**src/rtl/serout_merge.sv**
```systemverilog
// Ownership arbiter merging CHANNELS serial sources onto one line; lowest-index edge claims, owner keeps the line until idle for HOLD_CYCLES.
// Latency din->dout 1 cycle, or 3 cycles with SEROUT_MERGE_SYNC_EN defined (2-FF input synchronisers).
// No backpressure: non-owner edges while owned are dropped and reported on the collision pulse.
module serout_merge #(
    parameter int   CHANNELS    = 3,
    parameter int   HOLD_CYCLES = 84000,
    parameter logic IDLE_LEVEL  = 1'b1,
    parameter int   IDW         = $clog2(CHANNELS)
) (
    input  logic                clk_sys,
    input  logic                reset_n,
    input  logic [CHANNELS-1:0] din,
    input  logic [CHANNELS-1:0] chan_en,
    output logic                dout,
    output logic                owner_valid,
    output logic [IDW-1:0]      owner_id,
    output logic                collision
);

    localparam int HW = $clog2(HOLD_CYCLES + 1);
    localparam logic [HW-1:0]       HOLD_RELOAD = HW'(HOLD_CYCLES);
    localparam logic [CHANNELS-1:0] IDLE_VEC    = {CHANNELS{IDLE_LEVEL}};

    typedef enum logic {
        ST_IDLE  = 1'b0,
        ST_OWNED = 1'b1
    } state_t;

    // Assert asynchronously, deassert after two clk_sys edges.
    logic [1:0] rst_sync_q;
    logic       rst_n;

    always_ff @(posedge clk_sys or negedge reset_n) begin
        if (!reset_n) begin
            rst_sync_q <= 2'b00;
        end else begin
            rst_sync_q <= {rst_sync_q[0], 1'b1};
        end
    end

    assign rst_n = rst_sync_q[1];

    logic [CHANNELS-1:0] din_s;

`ifdef SEROUT_MERGE_SYNC_EN
    logic [CHANNELS-1:0] din_meta_q;
    logic [CHANNELS-1:0] din_sync_q;

    always_ff @(posedge clk_sys or negedge rst_n) begin
        if (!rst_n) begin
            din_meta_q <= IDLE_VEC;
            din_sync_q <= IDLE_VEC;
        end else begin
            din_meta_q <= din;
            din_sync_q <= din_meta_q;
        end
    end

    assign din_s = din_sync_q;
`else
    assign din_s = din;
`endif

    state_t              state_q, state_d;
    logic [CHANNELS-1:0] din_prev_q;
    logic [IDW-1:0]      owner_q, owner_d;
    logic [HW-1:0]       hold_q, hold_d;
    logic                dout_q, dout_d;
    logic                coll_q, coll_d;

    logic [CHANNELS-1:0] edg;
    logic [IDW-1:0]      win_id;
    logic [CHANNELS-1:0] win_mask;
    logic [CHANNELS-1:0] own_mask;

    assign edg      = (din_s ^ din_prev_q) & chan_en;
    assign win_mask = CHANNELS'(1) << win_id;
    assign own_mask = CHANNELS'(1) << owner_q;

    always_comb begin
        win_id = '0;
        for (int i = CHANNELS - 1; i >= 0; i--) begin
            if (edg[i]) begin
                win_id = IDW'(i);
            end
        end
    end

    always_ff @(posedge clk_sys or negedge rst_n) begin
        if (!rst_n) begin
            state_q    <= ST_IDLE;
            din_prev_q <= IDLE_VEC;
            owner_q    <= '0;
            hold_q     <= '0;
            dout_q     <= IDLE_LEVEL;
            coll_q     <= 1'b0;
        end else begin
            state_q    <= state_d;
            din_prev_q <= din_s;
            owner_q    <= owner_d;
            hold_q     <= hold_d;
            dout_q     <= dout_d;
            coll_q     <= coll_d;
        end
    end

    always_comb begin
        state_d = state_q;
        owner_d = owner_q;
        hold_d  = hold_q;
        dout_d  = IDLE_LEVEL;
        coll_d  = 1'b0;

        unique case (state_q)
            ST_IDLE: begin
                if (|edg) begin
                    state_d = ST_OWNED;
                    owner_d = win_id;
                    dout_d  = din_s[win_id];
                    hold_d  = HOLD_RELOAD;
                    coll_d  = |(edg & ~win_mask);
                end
            end
            ST_OWNED: begin
                dout_d = din_s[owner_q];
                coll_d = |(edg & ~own_mask);
                if (!chan_en[owner_q]) begin
                    state_d = ST_IDLE;
                    owner_d = '0;
                    hold_d  = '0;
                    dout_d  = IDLE_LEVEL;
                end else if (edg[owner_q]) begin
                    hold_d = HOLD_RELOAD;
                end else if (din_s[owner_q] == IDLE_LEVEL) begin
                    // The last idle cycle of the hold window releases rather than parking at zero.
                    if (hold_q <= HW'(1)) begin
                        state_d = ST_IDLE;
                        owner_d = '0;
                        hold_d  = '0;
                        dout_d  = IDLE_LEVEL;
                    end else begin
                        hold_d = hold_q - HW'(1);
                    end
                end
            end
            default: begin
                state_d = ST_IDLE;
            end
        endcase
    end

    assign dout        = dout_q;
    assign owner_valid = (state_q == ST_OWNED);
    assign owner_id    = owner_q;
    assign collision   = coll_q;

endmodule

```
**config.mk**
```make
export PLATFORM = sky130hd
export DESIGN_NAME = serout_merge
export DESIGN_NICKNAME = d
export VERILOG_FILES = /design/src/rtl/serout_merge.sv
export SDC_FILE = /design/constraint.sdc
export NUM_CORES = 1
export LEC_CHECK = 0
export BUFFER_PORTS_ARGS = -buffer_cell sky130_fd_sc_hd__buf_2
export CORE_ASPECT_RATIO = 0.7
export CORE_UTILIZATION = 40
export DETAILED_ROUTE_END_ITERATION = 16
export SLEW_MARGIN = 20
export SYNTH_ARGS = -nofsm -noshare
export SYNTH_HDL_FRONTEND = slang
export SYNTH_SLANG_ARGS = --single-unit
export TNS_END_PERCENT = 20
```
**constraint.sdc**
```tcl
create_clock -name clk_sys -period 0.8 [get_ports clk_sys]
set_clock_uncertainty 0.05 [all_clocks]
set_input_delay 0.12 -clock clk_sys [delete_from_list [all_inputs] [get_ports clk_sys]]
set_output_delay 0.12 -clock clk_sys [all_outputs]
set_load 0.02 [all_outputs]
```
* After elaboration in Yosys (flattened, before gate mapping)
Cells that the tools add are included.
** Word-level totals
- Flip-flop bits (word level) :: 27
- Output and inout port bits :: 5
** Cells by class
- Reductions and logical operators :: 5
- Mux-type cells :: 36
- Shift-type cells :: 2
- $add $sub $neg :: 1
- Bitwise operators :: 7
- Eq/ne operators :: 5
- Magnitude comparators :: 3
** Operators with widths (number)
- 17-bit 2-to-1 mux :: 5
- 17-bit one-hot mux with 2 select lines :: 1
- 17-bit by 1-bit <= comparator with 1-bit output (second input constant) :: 1
- 17-bit by 1-bit subtractor with 17-bit output (second input constant) :: 1
- 2-bit 2-to-1 mux :: 8
- 1-bit 2-to-1 mux :: 14
- 3-bit bitwise AND :: 3
- 3-bit OR reduction :: 3
- 1-bit binary-select mux with 2-bit select :: 4
- 2-bit by 3-bit less-than comparator with 1-bit output (second input constant) :: 2
- 3-bit inequality test (second input constant) :: 2
- 3-bit inverter :: 2
- 1-bit one-hot mux with 2 select lines :: 3
- 1-bit by 2-bit << shifter with 3-bit output (first input constant) :: 2
- 4-bit by 3-bit inequality test with 1-bit output (second input constant) :: 1
- 2-bit one-hot mux with 2 select lines :: 1
- 4-bit AND reduction :: 1
- 3-bit by 2-bit inequality test with 1-bit output (second input constant) :: 1
- 3-bit XOR :: 1
- 2-bit inequality test (second input constant) :: 1
- 2-bit AND reduction :: 1
- 1-bit inverter :: 1

* Logic depth before layout (Yosys ltp)
Gate-level depths: netlist (run 1).
- Depth in word-level cells :: 11
- Depth in mapped cells :: 8

* Worst setup path after synthesis (run 1)
Ideal clock, no wire load.
- Path type :: flip-flop to flip-flop
- From :: register owner_q[1], in the netlist owner_id[1]
- To :: register hold_q[11]
- Slack :: -1.298 ns
- Path buffers :: 2
- Arrival :: 1.926 ns
- Period minus slack after synthesis :: 2.098 ns
- Cell stages (with the launch flop) :: 9
- Path through :: dfrtp_1 > buf_4 > mux2i_1 > o31a_1 > or2_4 > buf_6 > o21a_1 > o31a_1 > o22a_1
** Between the ends
- Longest elaborated chain between the ends :: 5
- Elaborated cells between the ends (all ways) :: 11
- Classes of those cells :: eq/ne: 1; mux: 9; reduce/logical: 1
** RTL lines
- start, declared :: RTL line 66 : logic [IDW-1:0] owner_q, owner_d;
- start signal, assigned :: RTL line 100 : owner_q <= owner_d;
- 1-bit binary-select mux with 2-bit select :: RTL line 132 : end else if (edg[owner_q]) begin
- 1-bit 2-to-1 mux (implied by the code) :: RTL line 132
- 17-bit 2-to-1 mux :: RTL line 132
- 17-bit 2-to-1 mux :: RTL line 127 : if (!chan_en[owner_q]) begin
- 17-bit one-hot mux with 2 select lines :: RTL line 114 : unique case (state_q)
- end signal, assigned :: RTL line 101 : hold_q <= hold_d;
- end, declared :: RTL line 67 : logic [HW-1:0] hold_q, hold_d;
Parallel ways exist; a longest one is shown, timed or not. The select of a mux whose other input is x is not followed.
A chain may end at the register's enable or synchronous reset.

* Final worst setup path (run 1)
- From :: register din_prev_q[2]
- To :: register hold_q[16]
** Between the ends
- Longest elaborated chain between the ends :: 7
- Elaborated cells between the ends (all ways) :: 11
- Classes of those cells :: eq/ne: 2; mux: 5; bitwise: 2; reduce/logical: 2
** RTL lines
- start, declared :: RTL line 65 : logic [CHANNELS-1:0] din_prev_q;
- start signal, assigned :: RTL line 99 : din_prev_q <= din_s;
- 3-bit XOR * :: RTL line 76 : assign edg = (din_s ^ din_prev_q) & chan_en;
- 3-bit bitwise AND * :: RTL line 76
- 1-bit binary-select mux with 2-bit select :: RTL line 132
- 1-bit 2-to-1 mux (implied by the code) :: RTL line 132
- 17-bit 2-to-1 mux :: RTL line 132
- 17-bit 2-to-1 mux :: RTL line 127
- 17-bit one-hot mux with 2 select lines :: RTL line 114
Every way passes the cells marked *; elsewhere a longest branch is shown, timed or not. The select of a mux whose other input is x is not followed.

==> results_dict.tcl, run 1 <==
set metrics [dict create \
    run_status "finished, violations left" \
    violated_checks "negative setup slack" \
    synth_seq_area_share_pct 41.6 \
    dieArea_sq_um 4350 \
    ys_ff_latch 27 \
    routed_wire_length_per_instance_um 15.8 \
    synth_cell_types 52 \
    finalCriticalPeriod_ns 2.10 \
    yosys_warnings 0 \
    final-instance-count-excl-fill 299 \
    synthArstFlopShare_pct 100 \
    hold_start "din[0]" \
    timing.final.hold_violations 0 \
    number_of_enable_type_register_cells_in_the_synthesized_netlist 0 \
    count_of_input_and_output_buffers 12 \
    globalRoute.totalOverflow 0 \
    setup_viol 27 \
    crit_required_ns 0.95 \
    holdWs_ns 0.0212 \
    start_util_pct 41.7 \
    post_synth.cell_area_avg_sq_um 9.68 \
    max_cap_viol_count 0 \
    regArea_sq_um 682 \
    groute.usage.overall_pct 22.8 \
    worstSetupStartpointType "flop" \
    cts_made_buffers 3 \
    gp_routability_congestion 0.945 \
    place_inst 289 \
    vias_post_dr 1570 \
    max-vdd-ir-drop_v 0.00156 \
    drc 0 \
    final.fill_count 325 \
    multi_input_comb_area_sq_um 985 \
    synth.top_cells.by_area "dfrtp_1, dfstp_2, xor2_1" \
    crit_path_cell_trace "xor2_2 -> nand2_2 -> o311ai_4 -> buf_6 -> o41ai_4 -> a31oi_1 -> a2bb2oi_1" \
    rsz_0062_raised_after_global_routing "yes" \
    crit_fanout 12 \
    fmaxAchievable_ghz 0.476 \
    grt_pass1_wl_mm 7.59 \
    floorplan.rows 19 \
    cp_slowest_cell "dfstp_2" \
    wl_mm 4.72 \
    critical_path.reg2reg.startpoint "din_prev_q[2]" \
    slew_violations 0 \
    die-width_um 78.4 \
    post_route_cells_drive_above_1_share_pct 47.0 \
    num_antenna_cells 0 \
    crit_start "din_prev_q[2]" \
    clock_tree.root_cell "clkbuf_8" \
    grt_start_max_net_pins 26 \
    powerDensity_nw_per_um2 3760 \
    critical_path_start_end_classification "reg2reg" \
    area.growth.synth_to_final_pct 48.7 \
    timing.final.ws_setup_ns -1.30 \
    drt-initial-drc-count 96 \
    final_nets 258 \
    core_region_area_sq_um 3920 \
    dpl.hpwl_mm 3.58 \
    mappedNetlistNets 179 \
    numClockSinks 27 \
    power.static_leakage_nw 1.10 \
    syn_area_sq_um 1640 \
    cts_tree "yes" \
    syn_inst 169 \
    ys.flop_type "dfrtp_1" \
    vias_per_cell 5.25 \
    final_min_period_over_clock_period_pct 263 \
    first_global_vias 1560 \
    synthDominantAreaCellType "dfrtp_1" \
    postLayoutCoreUtil_pct 62.0 \
    antenna_violations_before_repair 0 \
    clk_lat_worst_skew_ns 0.28 \
    worst_case_reg_to_reg_path_depth 7 \
    die_height_um 55.5 \
    final_antenna_net_count 0 \
    timing.hold.worst.class "in2reg" \
    ports 13 \
    endpoint_kind "flop" \
    synth_top_area_share_pct 35.2 \
    first_pass_iters 4 \
    timing.hold.worst_path_depth 2 \
    timing.critical_path.arrival_ns 2.25 \
    ctsLongestPathBuffers 2 \
    preCtsSetupSlack_ns -1.29 \
    clk_transition_reported_paths_ns 0.09 \
    cts.htree.levels 1 \
    max_stage_delay_ns 0.56 \
]
## critical path: cells and delay by family (launching register included)
family,cells,cell delay (ns)
compound gates,4,0.88
xor+xnor,1,0.21
buf+inv,1,0.23
flops,1,0.56
simple gates,1,0.11
## through the flow
step           setup TNS [ns]  cell area [sq um]  total power [W]
2_1_floorplan          -25.32               1660          0.00529
4_1_cts                -27.32               2350          0.00878
5_1_grt                -29.84               2430          0.00973
3_3_place_gp           -25.81               2210          0.00746
6_report               -27.80               2430          0.00915
3_5_place_dp           -26.37               2210          0.00762
## final cells by class
type	count	share of cell area [%]
multi-input combinational	129	40.5
sequential	27	28.0
timing repair buffer	80	25.7
tap	52	2.67
clock buffer	3	1.70
inverter	7	1.08
clock inverter	1	0.309
## state kept, by name (all words and copies together), names as in the netlist
register and cells:
dout 1, rst_sync_q 2, din_prev_q 3, collision 1, owner_id 2, owner_valid 1
hold_q 17
## cell usage in the layout (no fill, tap or decap), types with 2 or more instances in the layout
cell and instances:
dfstp_2 4, buf_4 62, nand3_1 2, o31a_1 3
mux2i_1 2, nor4_1 2, a31oi_1 4, buf_2 8
ha_1 2, or4_4 2, a21oi_1 5, buf_6 8
a21o_1 2, o21ai_2 2, a21oi_2 3, clkbuf_8 3
o22a_1 2, o21ai_1 4, nor2_1 19, inv_1 6
o21ai_0 4, a211oi_1 3, o211ai_1 4, nor2b_1 2
o2111ai_1 2, nand4_1 2, nand2_1 9, dfrtp_1 22
xor2_2 2, or3_4 3, o31ai_1 2, xor2_1 9
nor3_1 7
## logic make-up (layout without fill, tap and decap cells)
kind of cell | Yosys count | after routing | share of synthesized area (%)
mux | 2 | 2 | 1.22
flops | 27 | 27 | 41.6
compound gates | 53 | 53 | 25.2
fa+ha+maj | 3 | 3 | 2.14
simple gates | 58 | 58 | 19.1
xor+xnor | 12 | 12 | 6.43
other cells | 1 | 1 | 0.229
buf+inv | 13 | 91 | 4.05
## worst paths after layout
path	end	slack (ns)
setup / recovery	hold_q[16]	-1.30
hold / removal	din_prev_q[0]	0.02
setup reg to reg	hold_q[16]	-1.30
hold reg to reg	owner_valid	0.18
max in group asynchronous	dout	0.30
min in group asynchronous	rst_sync_q[1]	0.09
## per-layer routing
metal	global-route usage [%]	share of wire, %	vias to the layer above
li1	-	-	779
met1	34.5	48	762
met2	34.3	46	27
met3	4.46	5.3	2
met4	2.91	0.19	0
met5	0	0	-
## cell usage after synthesis (all sizes together), types with 3 or more instances
cell type,number
a211oi,4
a21oi,9
a31oi,4
buf,5
dfrtp,23
dfstp,4
inv,7
nand2,10
nor2,20
nor3,8
o2111ai,3
o211ai,4
o21ai,11
o31a,3
or3,4
or4,3
xor2,11
## repair_timing
item                                    in CTS  in global routing
endpoints found under the hold margin        2                  0
gates resized for setup                     17                 11
pin swaps                                    9                  5
endpoints found under the setup margin      27                 27
hold buffers                                 1                  0
buffers inserted                             2                  3
## power breakdown
group          internal, W  switching, W  total, W
Combinational      0.00314       0.00307   0.00621
Clock             0.000354      0.000442  0.000796
Sequential         0.00181      0.000336   0.00214
Note: power is estimated with default switching activity, not from simulation.
==> run 2, diff against run 1 <==
--- a/config.mk
+++ b/config.mk
@@ -9,6 +9,8 @@
 export CORE_ASPECT_RATIO = 0.7
 export CORE_UTILIZATION = 40
 export DETAILED_ROUTE_END_ITERATION = 16
+export PLACE_DENSITY = 0.64
+export RECOVER_POWER = 100
 export SLEW_MARGIN = 20
 export SYNTH_ARGS = -nofsm -noshare
 export SYNTH_HDL_FRONTEND = slang
==> results_dict.tcl, run 2 (synthesis results as in run 1) <==
set metrics [dict create \
    run_status "finished, violations left" \
    violated_checks "negative setup slack" \
    dieArea_sq_um 4350 \
    final.setup.tns_ns -28.16 \
    rsz_0062_raised_after_global_routing "yes" \
    holdWs_ns 0.0160 \
    fmaxAchievable_ghz 0.473 \
    vias_post_dr 1642 \
    floorplan.rows 19 \
    critical_path_start_end_classification "reg2reg" \
    clock_tree.root_cell "clkbuf_8" \
    power.combinational.fraction_pct 67.6 \
    clk_lat_worst_skew_ns 0.27 \
    report.power.total_w 0.00912 \
    cts_tree "yes" \
    timing.final.hold_violations 0 \
    postLayoutCoreUtil_pct 61.2 \
    setup_viol 27 \
    power.static_leakage_nw 1.07 \
    final_min_period_over_clock_period_pct 264 \
    timing.hold.worst.class "reg2async" \
    grt_pass1_wl_mm 8.11 \
    final_antenna_net_count 0 \
    seq_power_share_pct 24.1 \
    count_of_input_and_output_buffers 12 \
    dpl.hpwl_mm 3.75 \
    gp_routability_congestion 0.980 \
    worstSetupStartpointType "flop" \
    die_height_um 55.5 \
    grt_start_max_net_pins 23 \
    cts_made_buffers 3 \
    first_pass_iters 4 \
    cts.htree.levels 1 \
    max_cap_viol_count 0 \
    net-switching-power_w 0.00384 \
    worst_case_reg_to_reg_path_depth 6 \
    final.fill_count 323 \
    post_route_cells_drive_above_1_share_pct 47.2 \
    regArea_sq_um 684 \
    timing.critical_path.arrival_ns 2.27 \
    netSwitchingFraction_pct 42.1 \
    clk_transition_reported_paths_ns 0.09 \
    most_common_cell_after_layout_fill_and_taps_aside "buf_4" \
    start_util_pct 41.7 \
    groute.usage.overall_pct 24.8 \
    largest_reg_flops 17 \
    reg_top3 "hold_q (17), din_prev_q (3)" \
    multi_input_comb_area_sq_um 992 \
    final_nets 257 \
    antenna_violations_before_repair 1 \
    vias_per_cell 5.51 \
    powerDensity_nw_per_um2 3800 \
    crit_fanout 5 \
    highest_count_cells_in_the_layout_ignoring_fill_and_taps "buf_4, dfrtp_1, nor2_1" \
    wl_mm 4.88 \
    ports 13 \
    max-vdd-ir-drop_v 0.00180 \
    finalCriticalPeriod_ns 2.11 \
    crit_required_ns 0.96 \
    first_global_vias 1646 \
    die-width_um 78.4 \
    ctsLongestPathBuffers 2 \
    core_region_area_sq_um 3920 \
    num_antenna_cells 0 \
    drc 0 \
    timing.final.ws_setup_ns -1.31 \
    regMostFlops "hold_q" \
    endpoint_kind "flop" \
    drt-initial-drc-count 157 \
    p_int_w 0.00528 \
    power.share.clock_pct 8.4 \
    area.growth.synth_to_final_pct 46.9 \
    slew_violations 0 \
    globalRoute.totalOverflow 0 \
    numClockSinks 27 \
    routed_wire_length_per_instance_um 16.4 \
]
run 2: stage by stage:
step	setup WS, ns	std cells	instance area, sq um
final	-1.31	298	2400
after global routing	-1.36	298	2400
after global placement	-1.27	291	2220
after CTS	-1.25	297	2350
after detailed placement	-1.30	291	2220
after floorplan	-1.23	169	1660
run 2: worst paths after layout:
| kind | end | slack [ns] | from |
|---|---|---|---|
| setup / recovery | hold_q[0] | -1.31 | din_prev_q[2] |
| hold / removal | hold_q[13] | 0.02 | rst_sync_q[1] |
| setup reg to reg | hold_q[0] | -1.31 | din_prev_q[2] |
| hold reg to reg | hold_q[13] | 0.02 | rst_sync_q[1] |
| max in group asynchronous | din_prev_q[2] | 0.06 | rst_sync_q[1] |
| min in group clk_sys | din_prev_q[0] | 0.04 | din[0] |
run 2: critical path, cell delays in order (launching register included):
cell      delay, ns
dfstp_2        0.56
xor2_2         0.20
nand2_2        0.13
o311ai_4       0.38
o21ai_2        0.16
or4_4          0.46
o21ai_2        0.12
run 2: timing repair:
action	in CTS	in global routing
hold buffers	1	0
endpoints found under the hold margin	2	0
gates resized for setup	15	16
pin swaps	8	2
setup buffers	1	1
setup endpoints to repair	27	27
run 2: area by class of cell:
| type | count | share of cell area [%] |
|---|---|---|
| flip-flops and latches | 27 | 28.5 |
| inverters | 7 | 1.09 |
| well taps | 52 | 2.71 |
| clock buffers | 4 | 1.88 |
| repair buffers | 79 | 24.5 |
| multi-input cells | 129 | 41.3 |
run 2: layer usage:
layer / up-vias / wire (um) / share of wire, % / track usage [%]
li1: 779 / - / - / -
met1: 815 / 2420 / 50 / 36.9
met2: 42 / 2180 / 45 / 37.3
met3: 6 / 223 / 4.6 / 4.13
met4: 0 / 53 / 1.1 / 6.61
met5: - / 0 / 0 / 0
run 2: power by group through the flow:
| stage | registers (W) | clock network [W] | logic (W) |
|---|---|---|---|
| floorplan | 0.00232 | 0 | 0.00297 |
| global placement | 0.00214 | 0 | 0.00538 |
| detailed placement | 0.00217 | 0 | 0.00557 |
| CTS | 0.00216 | 0.000791 | 0.00588 |
| global route | 0.00224 | 0.000847 | 0.00669 |
| finish | 0.00220 | 0.000762 | 0.00616 |
